===== src/rtl/mp_add_seq.sv =====
// Multi-word add/subtract that reuses one 64-bit carry-select adder,
// walking the operands LSW first, one word per clock.
module csa64 (
  input  logic [63:0] x,
  input  logic [63:0] y,
  input  logic        ci,
  output logic [63:0] s,
  output logic        co
);

  logic [32:0] lo;
  logic [32:0] hi0;
  logic [32:0] hi1;

  // Upper half is precomputed for both incoming carries.
  always_comb begin
    lo  = {1'b0, x[31:0]} + {1'b0, y[31:0]} + {32'd0, ci};
    hi0 = {1'b0, x[63:32]} + {1'b0, y[63:32]};
    hi1 = {1'b0, x[63:32]} + {1'b0, y[63:32]} + 33'd1;
    s   = {(lo[32] ? hi1[31:0] : hi0[31:0]), lo[31:0]};
    co  = lo[32] ? hi1[32] : hi0[32];
  end

endmodule

module mp_add_seq #(
  parameter int WORDS = 4
) (
  input  logic              clk,
  input  logic              rst_n,
  input  logic              start,
  input  logic              op_sub,
  input  logic [64*WORDS-1:0] a,
  input  logic [64*WORDS-1:0] b,
  output logic              busy,
  output logic              done,
  output logic [64*WORDS-1:0] sum,
  output logic              cout,
  output logic              ovf
);

  localparam int N  = 64 * WORDS;
  localparam int IW = $clog2(WORDS);

  typedef enum logic {
    IDLE,
    RUN
  } state_t;

  state_t state_q;
  state_t state_d;

  logic [N-1:0]  a_q;
  logic [N-1:0]  b_q;
  logic [N-1:0]  work_q;
  logic [N-1:0]  work_d;
  logic          op_q;
  logic          carry_q;
  logic [IW-1:0] idx_q;
  logic [IW+5:0] off;

  logic [63:0] x;
  logic [63:0] bw;
  logic [63:0] y;
  logic [63:0] s;
  logic        co;
  logic        last;
  logic        load;
  logic        step;

  csa64 u_add (
    .x  (x),
    .y  (y),
    .ci (carry_q),
    .s  (s),
    .co (co)
  );

  always_comb begin
    off    = {idx_q, 6'd0};
    x      = a_q[off +: 64];
    bw     = b_q[off +: 64];
    y      = op_q ? ~bw : bw;
    last   = (idx_q == IW'(WORDS - 1));
    work_d = work_q;
    work_d[off +: 64] = s;
  end

  always_comb begin
    state_d = state_q;
    load    = 1'b0;
    step    = 1'b0;
    unique case (state_q)
      IDLE: begin
        if (start) begin
          load    = 1'b1;
          state_d = RUN;
        end
      end
      RUN: begin
        step = 1'b1;
        if (last) begin
          state_d = IDLE;
        end
      end
      default: state_d = IDLE;
    endcase
  end

  always_ff @(posedge clk or negedge rst_n) begin
    if (!rst_n) begin
      state_q <= IDLE;
    end else begin
      state_q <= state_d;
    end
  end

  always_ff @(posedge clk or negedge rst_n) begin
    if (!rst_n) begin
      a_q     <= '0;
      b_q     <= '0;
      op_q    <= 1'b0;
      carry_q <= 1'b0;
      idx_q   <= '0;
      work_q  <= '0;
      sum     <= '0;
      cout    <= 1'b0;
      ovf     <= 1'b0;
      done    <= 1'b0;
    end else begin
      done <= 1'b0;
      if (load) begin
        a_q     <= a;
        b_q     <= b;
        op_q    <= op_sub;
        carry_q <= op_sub;
        idx_q   <= '0;
      end else if (step) begin
        work_q  <= work_d;
        carry_q <= co;
        idx_q   <= last ? '0 : idx_q + IW'(1);
        // Last word: the MSW operands and sum give the signed overflow.
        if (last) begin
          sum  <= work_d;
          cout <= co;
          ovf  <= (x[63] == y[63]) && (s[63] != x[63]);
          done <= 1'b1;
        end
      end
    end
  end

  assign busy = (state_q == RUN);

endmodule


===== config.mk =====
export PLATFORM = sky130hd
export DESIGN_NAME = mp_add_seq
export DESIGN_NICKNAME = d
export VERILOG_FILES = /design/src/rtl/mp_add_seq.sv
export SDC_FILE = /design/constraint.sdc
export NUM_CORES = 2
export LEC_CHECK = 0
export CAP_MARGIN = 20
export CORE_MARGIN = 10
export CORE_UTILIZATION = 54
export DETAILED_ROUTE_END_ITERATION = 16
export PLACE_DENSITY = 0.84
export RECOVER_POWER = 25
export SLEW_MARGIN = 20
export SYNTH_ARGS = -nofsm -noshare
export SYNTH_HDL_FRONTEND = slang
export SYNTH_SLANG_ARGS = --single-unit

===== constraint.sdc =====
create_clock -name clk -period 7.21 [get_ports clk]
set_input_delay 1.8025 -clock clk [delete_from_list [all_inputs] [get_ports clk]]
set_output_delay 1.8025 -clock clk [all_outputs]
set_load 0.03 [all_outputs]

==> flow_summary.yaml <==
drt:
  avgViaCountPerCell: 6.35
  drt_iter0_drc: 4581
  wl_um: 167000
  drc: 0
  wl_per_cell_um: 28.9
  vias: 36800
  dr.pass1.iters: 6
  drt.antenna.violating_nets: 0
worst_setup_path:
  crit_type: "reg -> reg"
  rrSetupSlack_ps: 820
  startpoint: "idx_q[0]"
  crit_chain: "buf_12, mux4_2, xor2_1, ha_1, o21a_1, a2111oi_4, a311oi_2, nor3_2, nand4_1, or4b_1, or3_1, nor3_1, nand3_1, xor2_1, o21ai_0"
  max_stage_delay_ps: 740
  worst-path-buf-inv: 1
  cp.depth: 15
  rr_endpoint: "sum[63]"
  crit_path_end: "sum[63]"
  crit_path_end_kind: "flop"
  cp_slowest_cell: "dfrtp_4"
  r2r_cells: 15
  crit_required_ps: 7720
  crit_path_max_fanout: 42
  regToRegStartpoint: "idx_q[0]"
  cp_top_family: "simple AND/OR/NAND/NOR gates"
  cp_common_cell: "xor2_1"
  cp.arrival_ps: 6890
  critPathLaunchType: "flop"
synth:
  syn_area_per_cell_sq_um: 12.2
  yosys_warnings: 0
  synth_ff_type: "dfrtp_1"
  synth_edf_count: 0
  synth-async-reset-ratio_pct: 100
  synth_cell_types: 75
  synth_cells: 3857
  syn-num-nets: 4446
  ys_ff_latch: 1032
  synth.cell_area_sq_mm: 0.0472
  ys_seq_area_share_pct: 54.7
floorplan:
  core_sq_mm: 0.0868
  rows: 108
  die_y_um: 316
  start_util_pct: 54.5
  die_w_um: 316
  die_area_sq_mm: 0.0997
  io_pins: 776
timing:
  fmax_ghz: 0.157
  finalCritPeriodShare_pct: 88.6
  hold_viol: 0
  final_max_slew_viol_count: 529
  relSlewSlack_pct: -107
  worst_pin_slew_ps: 3100
  rsz0062_at_grt: "false"
  fin_crit_ps: 6390
  finalSetupViolations: 0
  setup_tns_ps: 0
  fin_skew_ps: 43.3
clock_tree:
  ctsLongestPathBuffers: 3
  clkTransAtPathRegs_ps: 60
  post_cts_buffers: 0
  hold_buffers: 0
  cts_max_level: 3
  insertion_delay_ps: 680
  cts_root_buf: "clkbuf_16"
  numCtsBuffers: 104
  ctsResizeCount: 0
  cts.sinks: 1032
  cts_tree: "yes"
global_routing:
  grt_max_degree: 203
  overflow: 0
  grt_pass1_wl_um: 246000
  grt_pass1_vias: 37900
  antenna_found_initial: 46
  grt_usage_pct: 32.6
layout:
  drive_gt1_share_pct: 19.6
  final_nets: 5120
  regArea_sq_mm: 0.0258
  multiInputGateArea_sq_mm: 0.0204
  final_area_sq_mm: 0.0597
  fillCellCount: 5990
  area_growth_pct: 26.3
flow_run:
  maxCapViolations: 9
run_status:
  violations: "max-capacitance violations, max-slew violations"
  outcome: "finished, violations left"
placement:
  place_area_sq_mm: 0.0561
  port_buffers: 775
  gp_congestion: 0.932
  dpl.hpwl_um: 118000
hold_path:
  min-delay-path-class: "reg -> reg"
[cell usage after synthesis, drive strengths merged, types with 13 or more instances]
cell / n / area (sq um)
a221oi: 211 / 1850
and3: 45 / 282
xnor2: 60 / 526
nor3: 23 / 120
mux4: 128 / 2880
buf: 28 / 109
a21o: 28 / 210
nand3: 18 / 90.1
o21ai: 209 / 1050
a31oi: 13 / 81.3
inv: 32 / 120
dfrtp: 1032 / 25800
ha: 70 / 876
nand2b: 21 / 131
clkbuf: 239 / 897
nor2: 488 / 1830
o211ai: 13 / 103
nand2: 211 / 792
o21a: 16 / 120
xor2: 99 / 867
mux2: 513 / 5780
a21oi: 117 / 586
a22o: 118 / 1030
[routing by layer]
layer / global-route usage [%] / routed length (um)
met1: 42.1 / 63700
met2: 51.0 / 78100
met3: 8.87 / 17200
met4: 15.2 / 8260
met5: 0 / 212
[worst register-to-register path, cell delays in order (launching register included)]
cell,delay [ps]
dfrtp_4,740
buf_12,390
mux4_2,580
xor2_1,160
ha_1,350
o21a_1,250
a2111oi_4,380
a311oi_2,170
nor3_2,450
nand4_1,270
or4b_1,560
or3_1,550
nor3_1,460
nand3_1,210
xor2_1,520
o21ai_0,220
[worst min-delay path by stage]
stage	cells past startpoint	slack (ps)	from	to
after detailed placement	2	460	work_q[25]	work_q[25]
after floorplan	2	440	work_q[127]	work_q[127]
after global placement	2	450	work_q[254]	work_q[254]
after global routing	2	500	work_q[155]	work_q[155]
after CTS	2	480	work_q[190]	work_q[190]
final	2	470	work_q[25]	work_q[25]
[sequential cells by signal, indices dropped and copies added (netlist names)]
name / cells
done: 1
sum: 256
op_q: 1
carry_q: 1
a_q: 256
b_q: 256
ovf: 1
idx_q: 2
work_q: 256
busy: 1
cout: 1
[cell usage in the layout (no fill, tap or decap), types with 5 or more instances in the layout]
| master | n |
|---|---|
| dfrtp_1 | 1029 |
| clkdlybuf4s50_1 | 773 |
| mux2_2 | 513 |
| nor2_1 | 488 |
| a221oi_1 | 211 |
| o21ai_0 | 207 |
| nand2_1 | 205 |
| mux4_2 | 128 |
| a22o_1 | 118 |
| a21oi_1 | 116 |
| clkbuf_16 | 106 |
| xor2_1 | 99 |
| ha_1 | 70 |
| xnor2_1 | 56 |
| and3_1 | 45 |
| buf_4 | 40 |
| diode_2 | 34 |
| inv_1 | 30 |
| a21o_1 | 28 |
| clkinv_2 | 22 |
| nand2b_1 | 21 |
| nor3_1 | 20 |
| nand3_1 | 18 |
| clkbuf_1 | 18 |
| clkbuf_8 | 17 |
| o21a_1 | 16 |
| a31oi_1 | 13 |
| o211ai_1 | 12 |
| a211oi_1 | 12 |
| and2_1 | 10 |
| buf_12 | 10 |
| nand4_1 | 8 |
| bufinv_16 | 8 |
| nor2b_1 | 7 |
| o21bai_1 | 7 |
| a221o_1 | 5 |
| nor4_1 | 5 |
| nand2_2 | 5 |
[stage by stage]
step	setup WS [ps]	utilization (%)	instances	hold WS, ps
after floorplan	1120	-	3857	442
after global placement	1080	64.6	5578	453
after detailed placement	881	64.7	5578	463
after CTS	834	68.6	5757	476
after global routing	400	68.8	5790	500
final	822	68.8	5793	471
[area by class of cell]
cell class	instances	area share (%)
clock buffers	136	4.92
well taps	1155	2.42
multi-input cells	2523	34.1
inverters	35	0.233
diodes	34	0.143
repair buffers	835	14.0
clock inverters	43	0.891
flip-flops and latches	1032	43.3
[cells by family after synthesis]
group,count (synthesis),synth area share [%]
xor gates and xnor gates,159,2.95
buffers and inverters,302,2.41
muxes,642,18.4
DFF,1032,54.7
and+or+nand+nor,864,7.87
AOI/OAI and AO/OA,785,11.8
adders and majority gates,73,1.98
Power is not shown: default switching activity piles up to over one toggle a cycle in this logic, so the estimate is an artifact.
